<file path="src/rtl/demux_latch_if.sv">
// Producer/consumer bundle for the latching demultiplexer.
// Carries the offer handshake, channel registers, acks and drop counter.
interface demux_latch_if #(
    parameter int SELECT_WIDTH = 3,
    parameter int DATA_WIDTH   = 8
);
    localparam int N = 2 ** SELECT_WIDTH;

    logic                    in_valid;
    logic                    in_ready;
    logic [SELECT_WIDTH-1:0] select;
    logic [DATA_WIDTH-1:0]   data;
    logic [N*DATA_WIDTH-1:0] datas;
    logic [N-1:0]            valids;
    logic [N-1:0]            acks;
    logic [7:0]              drop_count;

    modport slave (
        input  in_valid,
        input  select,
        input  data,
        input  acks,
        output in_ready,
        output datas,
        output valids,
        output drop_count
    );

    modport master (
        output in_valid,
        output select,
        output data,
        output acks,
        input  in_ready,
        input  datas,
        input  valids,
        input  drop_count
    );
endinterface

</file>
<file path="src/rtl/demux_latch.sv">
// Latching demultiplexer: routes each accepted word to one of N channel
// registers, holds it until acked, and counts refused offers.
module demux_latch #(
    parameter int SELECT_WIDTH = 3,
    parameter int DATA_WIDTH   = 8
) (
    input logic           clk,
    input logic           rst_n,
    demux_latch_if.slave  bus
);
    localparam int N = 2 ** SELECT_WIDTH;

    logic [N*DATA_WIDTH-1:0] datas_q, datas_d;
    logic [N-1:0]            valids_q, valids_d;
    logic [7:0]              drop_count_q, drop_count_d;
    logic                    ready;
    logic                    accept;

    // Ready when the target channel is empty or being drained this cycle.
    always_comb begin
        ready  = rst_n & (!valids_q[bus.select] | bus.acks[bus.select]);
        accept = bus.in_valid & ready;
    end

    // Next-state: acks clear flags, an accept loads (and wins over an ack
    // on the same channel), a refusal bumps the saturating drop counter.
    always_comb begin
        datas_d      = datas_q;
        valids_d     = valids_q;
        drop_count_d = drop_count_q;
        for (int k = 0; k < N; k++) begin
            if (valids_q[k] && bus.acks[k]) begin
                valids_d[k] = 1'b0;
            end
        end
        if (accept) begin
            datas_d[int'(bus.select)*DATA_WIDTH +: DATA_WIDTH] = bus.data;
            valids_d[bus.select] = 1'b1;
        end
        if (bus.in_valid && !ready && drop_count_q != 8'hFF) begin
            drop_count_d = drop_count_q + 8'd1;
        end
    end

    // State register with synchronous reset dominating all updates.
    always_ff @(posedge clk) begin
        if (!rst_n) begin
            datas_q      <= '0;
            valids_q     <= '0;
            drop_count_q <= '0;
        end else begin
            datas_q      <= datas_d;
            valids_q     <= valids_d;
            drop_count_q <= drop_count_d;
        end
    end

    assign bus.in_ready   = ready;
    assign bus.datas      = datas_q;
    assign bus.valids     = valids_q;
    assign bus.drop_count = drop_count_q;
endmodule

</file>
<file path="src/flat_wrapper.sv">
// flat-port wrapper written by rule: the top's interface ports become plain ports
module demux_latch_flat 
#(
    parameter int SELECT_WIDTH = 3,
    parameter int DATA_WIDTH   = 8
)
  (clk, rst_n, bus_in_valid, bus_select, bus_data, bus_acks, bus_in_ready, bus_datas, bus_valids, bus_drop_count);
  demux_latch_if #(.SELECT_WIDTH(SELECT_WIDTH), .DATA_WIDTH(DATA_WIDTH)) bus_i ();
  input logic clk;
  input logic rst_n;
  input wire logic [$bits(bus_i.in_valid)-1:0] bus_in_valid;
  input wire logic [$bits(bus_i.select)-1:0] bus_select;
  input wire logic [$bits(bus_i.data)-1:0] bus_data;
  input wire logic [$bits(bus_i.acks)-1:0] bus_acks;
  output wire logic [$bits(bus_i.in_ready)-1:0] bus_in_ready;
  output wire logic [$bits(bus_i.datas)-1:0] bus_datas;
  output wire logic [$bits(bus_i.valids)-1:0] bus_valids;
  output wire logic [$bits(bus_i.drop_count)-1:0] bus_drop_count;
  assign bus_i.in_valid = bus_in_valid;
  assign bus_i.select = bus_select;
  assign bus_i.data = bus_data;
  assign bus_i.acks = bus_acks;
  assign bus_in_ready = bus_i.in_ready;
  assign bus_datas = bus_i.datas;
  assign bus_valids = bus_i.valids;
  assign bus_drop_count = bus_i.drop_count;
  demux_latch #(.SELECT_WIDTH(SELECT_WIDTH), .DATA_WIDTH(DATA_WIDTH)) u_core (.clk(clk), .rst_n(rst_n), .bus(bus_i));
endmodule
</file>
<file path="config.mk">
export PLATFORM = sky130hd
export DESIGN_NAME = demux_latch_flat
export DESIGN_NICKNAME = d
export VERILOG_FILES = /design/src/rtl/demux_latch_if.sv /design/src/rtl/demux_latch.sv /design/src/flat_wrapper.sv
export SDC_FILE = /design/constraint.sdc
export NUM_CORES = 1
export LEC_CHECK = 0
export ABC_AREA = 1
export BUFFER_PORTS_ARGS = -buffer_cell sky130_fd_sc_hd__buf_4
export CELL_PAD_IN_SITES_DETAIL_PLACEMENT = 1
export CELL_PAD_IN_SITES_GLOBAL_PLACEMENT = 1
export CORE_MARGIN = 4
export CORE_UTILIZATION = 38
export CTS_CLUSTER_SIZE = 30
export DETAILED_ROUTE_END_ITERATION = 7
export GPL_TIMING_DRIVEN = 1
export PLACE_DENSITY = 0.87
export SLEW_MARGIN = 10
export SYNTH_ARGS = -nofsm -noshare
export SYNTH_HDL_FRONTEND = slang
export SYNTH_SLANG_ARGS = --single-unit
</file>
<file path="constraint.sdc">
create_clock -name clk -period 3.1 [get_ports clk]
set_input_delay 0.31 -clock clk [delete_from_list [all_inputs] [get_ports clk]]
set_output_delay 0.31 -clock clk [all_outputs]
set_load 0.02 [all_outputs]
</file>
After elaboration in Yosys (flattened, before gate mapping)

Cells that the tools add are included.

Add/subtract/negate cells: 2
Order comparisons: 2
Equality and inequality tests: 1
Shift-type cells: 2
Multiplexer cells: 16
Bitwise operators: 4
Reductions and logical operators: 13

Operator list:

| kind                      | count |
|---|---|
| $bwmux W64                | 1 |
| $shift A8 B33 Y64 const A | 1 |
| $shiftx A8 B33 Y64        | 1 |
| $neg A6 Y33               | 1 |
| $logic_and A1 B1 Y1       | 11 |
| $mux W1                   | 11 |
| $add A8 B1 Y8 const B     | 1 |
| $mux W8                   | 1 |
| $ne A8 B8 Y1 const B      | 1 |
| $or A8 B8 Y8              | 1 |
| $bmux W1 S3               | 2 |
| $lt A3 B4 Y1 const B      | 1 |
| $demux W1 S3              | 1 |
| $ge A3 B1 Y1 const B      | 1 |
| $and A1 B1 Y1             | 2 |
| $logic_not A1 Y1          | 2 |
| $or A1 B1 Y1              | 1 |

Register bits after elaboration: 80
Input port bits: 22
Output and inout bits: 81
Word-level logic and storage cells: 43

Logic depth before layout (Yosys ltp)

Gate-level depths: netlist (run 1).

Depth after elaboration: 8
Depth in mapped cells: 13
Mapped depth without buffers: 13

Worst setup path after synthesis (run 1)

No wires, ideal clock.

Kind: input to register
Start point: input port bus_select[0]
End point: register u_core.datas_q[20], in the netlist u_core.bus.datas[20]
Setup time: 114 ps
Data arrival time: 2,082 ps
Required time: 2,986 ps
Slack: 904 ps
Stages on the path: 11
Path buffers: 3
Path through: inv_2 buf_6 ha_1 ha_1 inv_1 clkbuf_1 nor3_1 nand4_4 buf_6 o21bai_1 nor2_1

Word-level cells in the longest chain between the ends: 6
Elaborated cells on any way between the ends: 12
Those cells by class: add/sub: 1; shift: 2; mux: 5; bitwise: 3; reduce/logical: 1

Ends and longest elaborated chain:

| element                                                             | line               | RTL |
|---|---|---|
| from (decl)                                                         | flat_wrapper.sv:12 | `input wire logic [$bits(bus_i.select)-1:0] bus_select;` |
| parallel branches: the longest is 6 deep, another holds $neg A6 Y33 | n/a                |  |
| to (signal assigned)                                                | demux_latch.sv:52  | `datas_q <= datas_d;` |
| to (decl)                                                           | demux_latch.sv:13  | `logic [N*DATA_WIDTH-1:0] datas_q, datas_d;` |

Several ways; the timed one is not identified. The select of a mux whose other input is x is not followed.
A chain may end at the register's enable or synchronous reset.

Worst setup path in the final report (run 1)

Start point: input port bus_select[0]
End point: register u_core.datas_q[33], in the netlist u_core.bus.datas[33]

Same word-level chain as after synthesis.

==> results.yml, run 1 <==
synthesis:
  avgSynthCellArea_um2: 6.771
  synth.cell_area_mm2: 0.004245
  synthesis.nets: 656
  synth.distinct_cells: 31
  syn_inst: 627
  synth_top_area_share_pct: 37.72
  synth_seq_cells: 80
  yosys.area.top_type: "dfxtp_1"
  netlist_top_cells_count: "nand2_1, inv_1, nor2_1"
  async_reset_ff_share_pct: 0
  synth.area.top_cells: "dfxtp_1, nand2_1, inv_1, nor2_1, nand4_4"
  synthFlopType: "dfxtp_1"
  yosys_warnings: 0
  synth-edff-count: 0
  ys_seq_area_share_pct: 37.72
  synth.most_common_cell: "nand2_1"
cells_and_area:
  fill_cells: 1437
  multi_input_area_mm2: 0.002014
  regArea_mm2: 0.001602
  area_delta_synth_final_pct: 22.46
  nets: 744
  num_antenna_cells: 0
  drive_above_1_share_pct: 20.56
  fin_cells: 860
timing:
  fin_crit_ns: 2.335
  max_slew_margin_pct: 38.42
  drv_slew: 0
  fin_skew_ns: 0.007413
  fmax_mhz: 428.3
  setup_viol: 0
  setup_tns_ns: 0
  fin_crit_sh_pct: 75.32
  hold_viol: 0
  grt_setup_unrepaired: "false"
  tightest_slew_ns: 0.9227
power_and_ir_drop:
  leakagePower_uw: 0.002696
  internal_power_uw: 1516
  switching_share_pct: 28.91
  p_sw_uw: 616.6
  peakVddDrop_mv: 0.1884
  clkPwrFrac_pct: 35.8
  comb_power_share_pct: 14.4
  p_seq_share_pct: 49.8
  powerDensity_mw_per_mm2: 410.2
drt:
  post_drt_via_cell_ratio: 4.674
  postRouteAntennaNets: 0
  drcViolationCount: 0
  post_drt_wl_per_cell_um: 14.34
  dr.pass1.iters: 4
  vias: 4020
  wl_um: 12330
  drtIter0Drc: 122
global_route:
  grt_pass1_wl_um: 20390
  antenna_found_initial: 0
  gr-total-overflow: 0
  grt_max_degree: 47
  grt_usage_pct: 19.64
  grt_pass1_vias: 4216
floorplan:
  initial_core_util_pct: 38.99
  ioPinCount: 103
  fp.dieH_um: 113.7
  die_w_um: 113.7
  core_area_mm2: 0.01089
  rows: 38
  die_area_mm2: 0.01293
status:
  status: "complete, no violations"
cts:
  clock_latency_ns: 0.36
  cts_resized: 0
  clk_pin_slew_ns: 0.08
  hold_buffers: 0
  cts_tree: "done"
  h-tree-depth: 3
  cts_made_buffers: 9
  cts_setup_buffers: 0
  cts.sinks: 80
  cts_buffer_depth: 2
  clock-root-buffer: "clkbuf_8"
setup_path:
  worst-setup-path-type: "in -> reg"
  critPathLaunchType: "input pin"
  worst_setup_path_end_kind: "flop"
  arrival_ns: 2.59
  crit_required_ns: 3.36
  path_max_fanout: 16
placed_design:
  place.gp.congestion: 0.8225
  placedCellCount: 844
  io_buffer_count: 102
  hpwl_um: 9474
min_path:
  min_path_type: "in -> reg"
run:
  cap_violations: 0
registers in the layout, indices dropped and copies added (netlist names):
| signal | count |
|---|---|
| u_core.bus.datas | 64 |
| u_core.bus.drop_count | 8 |
| u_core.bus.valids | 8 |
critical path: stages:
cell and delay (ns):
buf_4 0.23, inv_2 0.17, ha_1 0.25, ha_1 0.37, inv_1 0.23, nor4_2 0.43, nand4_4 0.27, a21oi_1 0.26
nor2_1 0.06
layout make-up:
| type | count | area share, % |
|---|---|---|
| inverter | 119 | 8.592 |
| clock inverter | 6 | 1.155 |
| multi-input combinational | 402 | 38.75 |
| sequential | 80 | 30.81 |
| timing repair buffer | 103 | 14.87 |
| tap | 140 | 3.369 |
| clock buffer | 10 | 2.455 |
cells in the final DEF, fill, tap and decap left out, types with 7 or more instances in the layout:
cell type,count
clkbuf_8,9
a21oi_1,30
inv_1,111
o21bai_1,14
buf_4,103
nor2_1,110
nor3_1,30
ha_1,7
nand3_1,15
dfxtp_1,80
nand4_4,8
nand2_1,163
per-layer routing:
layer	track usage, %	up-vias	routed length (µm)
met5	0	-	0
met4	7.212	0	214
met3	3.024	17	513
met2	33.92	80	6101
met1	24.72	1885	5505
li1	-	2038	-
metrics by stage:
step / setup slack [ns] / hold WS [ns] / power (µW) / util (%) / cell area, µm²
floorplan: 0.9043 / 0.4449 / 1290 / - / 4245
global placement: 0.5589 / 0.4720 / 1381 / 46.02 / 5011
detailed placement: 0.3910 / 0.4876 / 1394 / 46.02 / 5011
CTS: 0.7727 / 0.1942 / 2155 / 47.75 / 5199
global route: 0.5860 / 0.2123 / 2242 / 47.75 / 5199
finish: 0.7650 / 0.2024 / 2133 / 47.75 / 5199
final timing paths:
| path | startpoint | slack, ns | end | depth (start not counted) |
|---|---|---|---|---|
| worst max register to register | u_core.bus.drop_count[0] | 1.05 | u_core.bus.drop_count[0] | 8 |
| worst min-delay path | bus_data[3] | 0.20 | u_core.bus.datas[3] | 3 |
| worst max-delay path | bus_select[0] | 0.76 | u_core.bus.datas[33] | 9 |
| worst min register to register | u_core.bus.valids[6] | 0.49 | u_core.bus.valids[6] | 2 |
kinds of logic after synthesis:
group,share of synthesized area (%)
DFF,37.72
xor gates and xnor gates,1.238
buffers and inverters,14.82
adders and majority gates,2.063
AOI/OAI and AO/OA,6.484
and+or+nand+nor,37.67
power groups by stage:
stage	Clock, µW	Combinational (µW)	Sequential [µW]
4_1_cts	783	310	1060
3_3_place_gp	0	296	1080
2_1_floorplan	0	183	1110
6_report	764	307	1060
3_5_place_dp	0	308	1090
5_1_grt	837	339	1060
Note: power is estimated with default switching activity, not from simulation.
==> run 2, diff against run 1 <==
CORE_UTILIZATION = 37   (was 38)
PLACE_DENSITY = 0.85   (was 0.87)
clock period = 2.2 ns   (was 3.1 ns; I/O delays follow)
==> results.yml, run 2 (synthesis gave the netlist of run 1 again) <==
status:
  status: "complete, no violations"
timing:
  hold_ws_ns: 0.1358
  max_slew_margin_pct: 62.59
  drv_slew: 0
  grt_setup_unrepaired: "false"
  fmax_mhz: 544.9
  fin_skew_ns: 0.007754
  setup_tns_ns: 0
  fin_crit_sh_pct: 83.42
  fin_crit_ns: 1.835
  setup_viol: 0
  hold_viol: 0
  tightest_slew_ns: 0.5611
cts:
  cts.sinks: 80
  cts_made_buffers: 9
  cts_buffer_depth: 2
  h-tree-depth: 3
  clock_latency_ns: 0.34
  cts_setup_buffers: 0
  clk_pin_slew_ns: 0.06
  clock-root-buffer: "clkbuf_16"
  cts_tree: "done"
  hold_buffers: 0
  cts_resized: 0
floorplan:
  core_area_mm2: 0.01103
  ioPinCount: 103
  die_area_mm2: 0.01325
  die_w_um: 115.1
  initial_core_util_pct: 38.49
  fp.dieH_um: 115.1
  rows: 38
cells_and_area:
  final_util_pct: 48.80
  fill_cells: 1457
  num_antenna_cells: 0
  final_common_cell: "nand2_1"
  postLayoutCellArea_mm2: 0.005383
  area_delta_synth_final_pct: 26.79
  largest_reg_flops: 64
  drive_above_1_share_pct: 21.64
  final_cell_mix: "nand2_1, buf_4, inv_1, nor2_1, dfxtp_1"
  nets: 754
power_and_ir_drop:
  powerDensity_mw_per_mm2: 641.4
  leakagePower_uw: 0.002792
  peakVddDrop_mv: 0.3196
  total_power_uw: 3453
min_path:
  hp-start: "bus_data[4]"
  min_path_type: "in -> reg"
drt:
  drtIter0Drc: 162
  wl_um: 12440
  postRouteAntennaNets: 0
  dr.pass1.iters: 4
  post_drt_via_cell_ratio: 4.706
  drcViolationCount: 0
  vias: 4094
  post_drt_wl_per_cell_um: 14.30
setup_path:
  arrival_ns: 2.06
  worst_setup_path_end_kind: "flop"
  r2r-start: "u_core.bus.drop_count[0]"
  crit_chain: "ha_1, nand2_1, nor3b_1, a31oi_1, nand2_4, clkinv_1, nor2_1, nor2_1"
  worst-setup-path-type: "reg -> reg"
  path_max_fanout: 9
  cp-startpoint: "u_core.bus.drop_count[0]"
  crit_required_ns: 2.43
  critPathLaunchType: "flop"
  cp_common_cell: "nor2_1"
  critPathSlowestCell: "dfxtp_1"
  crit_path_max_incr_delay_ns: 0.40
run:
  cap_violations: 0
global_route:
  antenna_found_initial: 0
  grt_usage_pct: 19.47
  grt_pass1_wl_um: 20590
  grt_max_degree: 35
  gr-total-overflow: 0
  grt_pass1_vias: 4298
placed_design:
  dpl_cell_area_mm2: 0.005086
  io_buffer_count: 102
  place.gp.congestion: 0.7746
  hpwl_um: 9379
[run 2: layout make-up]
| type | instances | area (µm²) | area share (%) |
|---|---|---|---|
| clock buffers | 10 | 229.0 | 4.254 |
| inverters | 119 | 446.7 | 8.298 |
| flip-flops and latches | 80 | 1602 | 29.75 |
| well taps | 140 | 175.2 | 3.254 |
| repair buffers | 113 | 848.3 | 15.76 |
| clock inverters | 6 | 67.56 | 1.255 |
| multi-input cells | 402 | 2014 | 37.42 |
[run 2: worst paths after layout]
path                                    to  slack, ns  depth (start not counted)
setup / recovery  u_core.bus.drop_count[1]       0.36                          8
hold / removal         u_core.bus.datas[4]       0.14                          3
setup reg to reg  u_core.bus.drop_count[1]       0.36                          8
hold reg to reg       u_core.bus.valids[3]       0.48                          2
[run 2: stage by stage]
| stage | cells | setup WS, ns |
|---|---|---|
| after global placement | 854 | 0.1872 |
| after detailed placement | 854 | 0.08291 |
| after floorplan | 627 | 0.09430 |
| final | 870 | 0.3648 |
| after global routing | 870 | 0.1830 |
| after CTS | 870 | 0.3667 |
[run 2: power breakdown]
| group | internal [µW] | switching, µW |
|---|---|---|
| combinational | 157 | 296 |
| sequential | 1480 | 20.8 |
| clock | 885 | 616 |
[run 2: per-layer routing]
| metal | vias up | routed length [µm] | global-route usage, % |
|---|---|---|---|
| met5 | - | 0 | 0 |
| met4 | 0 | 282 | 8.294 |
| met3 | 21 | 478 | 2.789 |
| met2 | 82 | 6197 | 33.68 |
| met1 | 1925 | 5482 | 24.13 |
| li1 | 2066 | - | - |
[run 2: worst max-delay path: cells and delay by family, from the launching register on]
family                   cells  cell delay (ns)
AO/OA/AOI/OAI                1             0.23
adder cells (fa/ha/maj)      1             0.21
buffers and inverters        1             0.10
flip-flops                   1             0.40
AND/OR/NAND/NOR              5             0.79
